`src/rtl/tx_pwm_pkg.sv`:
```
// rtl/tx_pwm_pkg.sv - shared types and duty codes for the TX PWM sequencer
package tx_pwm_pkg;

    typedef logic [3:0] code_t;

    typedef enum logic [1:0] {
        S_IDLE,
        S_PRE,
        S_DATA,
        S_GAP
    } state_t;

    localparam code_t IDLE_CODE = 4'd8;
    localparam code_t PRE_HI    = 4'd15;
    localparam code_t PRE_LO    = 4'd0;

endpackage

```
`src/rtl/tx_pwm_symtimer.sv`:
```
// rtl/tx_pwm_symtimer.sv - symbol-period divider producing the symbol strobe
module tx_pwm_symtimer #(
    parameter int DIV = 4
) (
    input  logic clk,
    input  logic rst,
    input  logic en,
    output logic sym_stb
);

    localparam int CW = $clog2(DIV);
    localparam logic [CW-1:0] DIV_LAST = CW'(DIV - 1);

    logic [CW-1:0] r_divcnt;

    // divcnt runs 0..DIV-1 while enabled and parks at 0 when disabled
    always_ff @(posedge clk or posedge rst) begin
        if (rst) begin
            r_divcnt <= '0;
        end else if (!en) begin
            r_divcnt <= '0;
        end else if (r_divcnt == DIV_LAST) begin
            r_divcnt <= '0;
        end else begin
            r_divcnt <= r_divcnt + CW'(1);
        end
    end

    assign sym_stb = en && (r_divcnt == DIV_LAST);

endmodule

```
`src/rtl/tx_pwm_sequencer.sv`:
```
// rtl/tx_pwm_sequencer.sv - frame sequencer emitting idle/preamble/data/gap duty codes
module tx_pwm_sequencer
    import tx_pwm_pkg::*;
#(
    parameter int DIV  = 4,
    parameter int NPRE = 8,
    parameter int NGAP = 4
) (
    input  logic        clk,
    input  logic        rst,
    input  logic        en,
    input  logic        in_valid,
    input  logic [15:0] in_data,
    input  logic        in_last,
    output logic        in_ready,
    output logic [3:0]  sym_code,
    output logic        sym_stb,
    output logic        busy,
    output logic        frame_done,
    output logic        underrun
);

    localparam int PW = $clog2(NPRE);
    localparam int GW = $clog2(NGAP + 1);
    localparam logic [PW-1:0] PRE_LAST = PW'(NPRE - 1);
    localparam logic [GW-1:0] GAP_LAST = GW'(NGAP - 1);

    state_t         r_state;
    logic [PW-1:0]  r_precnt;
    logic [1:0]     r_nib;
    logic [GW-1:0]  r_gapcnt;
    logic [15:0]    r_shreg;
    logic           r_last_q;
    code_t          r_sym_code;
    logic           r_frame_done;
    logic           r_underrun;

    state_t         w_state;
    logic [PW-1:0]  w_precnt;
    logic [1:0]     w_nib;
    logic [GW-1:0]  w_gapcnt;
    logic [15:0]    w_shreg;
    logic           w_last_q;
    code_t          w_code;
    logic           w_ready;
    logic           w_frame_done;
    logic           w_underrun;
    logic           w_stb;

    tx_pwm_symtimer #(
        .DIV (DIV)
    ) u_symtimer (
        .clk     (clk),
        .rst     (rst),
        .en      (en),
        .sym_stb (w_stb)
    );

    // next-state, counter and handshake decisions, taken only on a symbol strobe
    always_comb begin
        w_state      = r_state;
        w_precnt     = r_precnt;
        w_nib        = r_nib;
        w_gapcnt     = r_gapcnt;
        w_shreg      = r_shreg;
        w_last_q     = r_last_q;
        w_ready      = 1'b0;
        w_frame_done = 1'b0;
        w_underrun   = 1'b0;

        if (!en) begin
            w_state  = S_IDLE;
            w_precnt = '0;
            w_nib    = '0;
            w_gapcnt = '0;
            w_shreg  = '0;
            w_last_q = 1'b0;
        end else if (w_stb) begin
            case (r_state)
                S_IDLE: begin
                    if (in_valid) begin
                        w_state  = S_PRE;
                        w_precnt = '0;
                    end
                end
                S_PRE: begin
                    if (r_precnt == PRE_LAST) begin
                        w_ready = 1'b1;
                        if (in_valid) begin
                            w_shreg  = in_data;
                            w_last_q = in_last;
                            w_nib    = '0;
                            w_state  = S_DATA;
                        end else begin
                            w_underrun = 1'b1;
                            w_gapcnt   = '0;
                            w_state    = S_GAP;
                        end
                    end else begin
                        w_precnt = r_precnt + PW'(1);
                    end
                end
                S_DATA: begin
                    if (r_nib == 2'd3) begin
                        if (r_last_q) begin
                            w_frame_done = 1'b1;
                            w_gapcnt     = '0;
                            w_state      = S_GAP;
                        end else begin
                            w_ready = 1'b1;
                            if (in_valid) begin
                                w_shreg  = in_data;
                                w_last_q = in_last;
                                w_nib    = '0;
                            end else begin
                                w_underrun = 1'b1;
                                w_gapcnt   = '0;
                                w_state    = S_GAP;
                            end
                        end
                    end else begin
                        w_shreg = {r_shreg[11:0], 4'h0};
                        w_nib   = r_nib + 2'd1;
                    end
                end
                S_GAP: begin
                    if (r_gapcnt == GAP_LAST) begin
                        w_gapcnt = '0;
                        w_state  = S_IDLE;
                    end else begin
                        w_gapcnt = r_gapcnt + GW'(1);
                    end
                end
                default: begin
                    w_state = S_IDLE;
                end
            endcase
        end
    end

    // duty code for the upcoming symbol, derived from the next state
    always_comb begin
        w_code = IDLE_CODE;
        case (w_state)
            S_PRE:   w_code = w_precnt[0] ? PRE_LO : PRE_HI;
            S_DATA:  w_code = w_shreg[15:12];
            default: w_code = IDLE_CODE;
        endcase
    end

    // state register; the code only moves when the next state does
    always_ff @(posedge clk or posedge rst) begin
        if (rst) begin
            r_state      <= S_IDLE;
            r_precnt     <= '0;
            r_nib        <= '0;
            r_gapcnt     <= '0;
            r_shreg      <= '0;
            r_last_q     <= 1'b0;
            r_sym_code   <= IDLE_CODE;
            r_frame_done <= 1'b0;
            r_underrun   <= 1'b0;
        end else begin
            r_state      <= w_state;
            r_precnt     <= w_precnt;
            r_nib        <= w_nib;
            r_gapcnt     <= w_gapcnt;
            r_shreg      <= w_shreg;
            r_last_q     <= w_last_q;
            r_sym_code   <= w_code;
            r_frame_done <= w_frame_done;
            r_underrun   <= w_underrun;
        end
    end

    assign in_ready   = w_ready;
    assign sym_code   = r_sym_code;
    assign sym_stb    = w_stb;
    assign busy       = (r_state != S_IDLE);
    assign frame_done = r_frame_done;
    assign underrun   = r_underrun;

endmodule
```
`config.mk`:
```
export PLATFORM = sky130hd
export DESIGN_NAME = tx_pwm_sequencer
export DESIGN_NICKNAME = d
export VERILOG_FILES = /design/src/rtl/tx_pwm_pkg.sv /design/src/rtl/tx_pwm_symtimer.sv /design/src/rtl/tx_pwm_sequencer.sv
export SDC_FILE = /design/constraint.sdc
export NUM_CORES = 1
export LEC_CHECK = 0
export BUFFER_PORTS_ARGS = -buffer_cell sky130_fd_sc_hd__buf_2
export CORE_MARGIN = 2
export CORE_UTILIZATION = 51
export DETAILED_ROUTE_END_ITERATION = 8
export GPL_TIMING_DRIVEN = 0
export PLACE_DENSITY_LB_ADDON = 0.05
export SYNTH_ARGS = -nofsm -noshare
export SYNTH_HDL_FRONTEND = slang
export SYNTH_SLANG_ARGS = --single-unit
```
`constraint.sdc`:
```
create_clock -name clk -period 3.3 [get_ports clk]
set_clock_uncertainty 0.1 [all_clocks]
set_input_delay 0.495 -clock clk [delete_from_list [all_inputs] [get_ports clk]]
set_output_delay 0.495 -clock clk [all_outputs]
set_load 0.01 [all_outputs]
```
==> results.cfg <==
[run_status]
status = complete, no violations

[clocking]
post_cts_buffers = 0
clock_latency_ns = 0.28
cts_made_buffers = 5
cts-root-buf = clkbuf_8
cts_resized = 0
cts_buffer_depth = 2
postCtsHoldBufs = 0
clk_pin_slew_ns = 0.07
cts_tree = built
htreeDepth = 2
cts_sinks = 35

[placed_design]
dpl.hpwl_um = 3554
gp_congestion = 0.8588
io_buffers = 28

[sta]
fin_crit_ns = 2.733
holdWs_ns = 0.2303
setup_viol_count_final = 0
rsz0062_at_grt = false
finalCritPeriodShare_pct = 82.83
hold_viol_final = 0
worst_pin_slew_ns = 0.7274
relSlewSlack_pct = 51.44
tns_ns = 0
drv_slew = 0
max_clock_freq_mhz = 365.8

[routing]
drc = 0
drt-pass1-iter-count = 4
drt_iter0_markers = 206
detail-route-antenna-nets = 0
avgRoutedWirePerCell_um = 15.99
vias = 1771
vias_per_cell = 5.845
drt-total-wl_um = 4846

[synth]
async_reset_ff_share_pct = 100.0
synth_cell_types = 51
netlist_instances = 217
synthFlopType = dfrtp_1
syn_nets = 250
syn_avg_cell_area_um2 = 10.18
syn_area_um2 = 2210
yosys_warnings = 0
synth_seq_cells = 35
yosysSeqAreaShare_pct = 39.69
synth_edf_count = 0

[floorplan]
dieArea_um2 = 4875
core-area_um2 = 4086
rows = 23
ios = 30
start_util_pct = 54.07
die_x_um = 69.82
die_y_um = 69.82

[finish]
layout_common_cells = 34 x dfrtp_1, 30 x buf_2, 20 x nand2_1, 13 x a21oi_1, 12 x ha_1
final_nets = 285
layout_commonest_cell = dfrtp_1
drive_above_1_share_pct = 24.90
utilization_pct = 61.02
syn2layout_area_growth_pct = 12.85
antennaDiodeCount = 0

[worst_setup_path]
worstSetupStartpointType = register
cp.arrival_ns = 2.82
crit_path_end_kind = register
required_ns = 3.38
critPathKind = register to register
critPathMaxFanout = 10

[global_route]
gr-usage-all-layers_pct = 21.50
antenna_found_initial = 0
grt_max_degree = 36
grt_pass1_wl_um = 8480
grt_overflow_total = 0
grt_pass1_vias = 1783

[power_and_ir_drop]
ir_worst_vdd_mv = 0.2809
leakage_nw = 1.108
power_density_nw_per_um2 = 323.6

[job]
maxCapViolCount = 0

[hold_path]
hold_class = primary input to asynchronous set/reset pin
-- critical path, stage by stage (launching register included) --
cell and delay (ns):
dfrtp_1 0.41, inv_1 0.08, ha_1 0.20, buf_4 0.17, nand2_1 0.23, a21oi_1 0.12
nand4b_1 0.18, o221a_2 0.32, ha_1 0.30, or3b_1 0.44, o31ai_1 0.09
-- registers in the layout (all words and copies together) (netlist names) --
register	flops
sym_code	4
frame_done	1
r_precnt	3
r_shreg	16
u_symtimer.r_divcnt	2
r_last_q	1
r_state	2
r_nib	2
r_gapcnt	3
underrun	1
-- path summary, 6_finish.rpt --
path                                        startpoint                     end  slack (ns)  cells past startpoint
worst max-delay path                        r_state[1]             sym_code[1]        0.57                     10
max in group asynchronous                          rst              r_shreg[7]        2.40                      2
min in group clk                            in_data[3]              r_shreg[3]        0.33                      2
worst min register to register  u_symtimer.r_divcnt[0]  u_symtimer.r_divcnt[0]        0.34                      1
worst min-delay path                               rst  u_symtimer.r_divcnt[0]        0.23                      2
worst max register to register              r_state[1]             sym_code[1]        0.57                     10
-- layer usage --
metal  routed length [um]  GRT usage (%)  vias to the layer above
met2                 2104          32.70                       36
met3                  191          4.506                        9
met4                   85          5.983                        0
met5                    0              0                        -
li1                     -              -                      881
met1                 2465          31.02                      845
-- cells in the mapped netlist (all sizes together) (2+ instances only) --
master   n  area (um^2)
dfrtp   34        850.8
nand2   20        75.07
a21oi   13        65.06
ha      12        150.1
mux2    11        123.9
o31ai   11        92.58
inv     10        37.54
nor2b    9        56.30
a22oi    8        60.06
nand3    7        35.03
buf      6        51.29
clkbuf   6        22.52
o21ai    6        33.78
nand2b   5        31.28
nor2     5        18.77
a22o     4        35.03
mux2i    4        40.04
nor3b    4        30.03
o221ai   4        35.03
a211oi   3        22.52
a21boi   3        26.27
a221oi   3        26.28
a32oi    3        26.28
and2     3        18.77
nand3b   2        15.01
nand4b   2        17.52
nor3     2        21.27
-- cell families after synthesis --
family                   share of synthesized area [%]
flip-flops                                       39.69
AND/OR/NAND/NOR                                  17.44
AO/OA/AOI/OAI                                    23.61
multiplexers                                     7.418
adder cells (fa/ha/maj)                          6.795
buffers and inverters                            5.039
-- power breakdown --
part           internal [mW]  leakage, nW  switching, mW  total [mW]
Clock                  0.148       0.0422          0.145       0.293
Sequential             0.433        0.483        0.00171       0.434
Combinational         0.0345        0.582         0.0449      0.0794
-- per-stage QoR --
step                      worst slack (ns)  cell area, um^2  power, mW  cells
after floorplan                     0.8980             2210     0.4959    217
after global placement              0.6043             2412     0.5220    295
after detailed placement            0.5804             2412     0.5217    295
after CTS                           0.5669             2494     0.8187    303
after global routing                0.4196             2494     0.8487    303
final                               0.5666             2494     0.8071    303
-- final cells by class --
type / count / area [um^2]
clock buffers: 7 / 76.32
clock inverters: 1 / 5.005
multi-input cells: 160 / 1221
flip-flops and latches: 35 / 877.1
repair buffers: 28 / 140.1
well taps: 50 / 62.56
inverters: 10 / 37.54
plain buffers: 12 / 73.82
fillers: 371 / 1593
(Power assumes the default switching activity.)
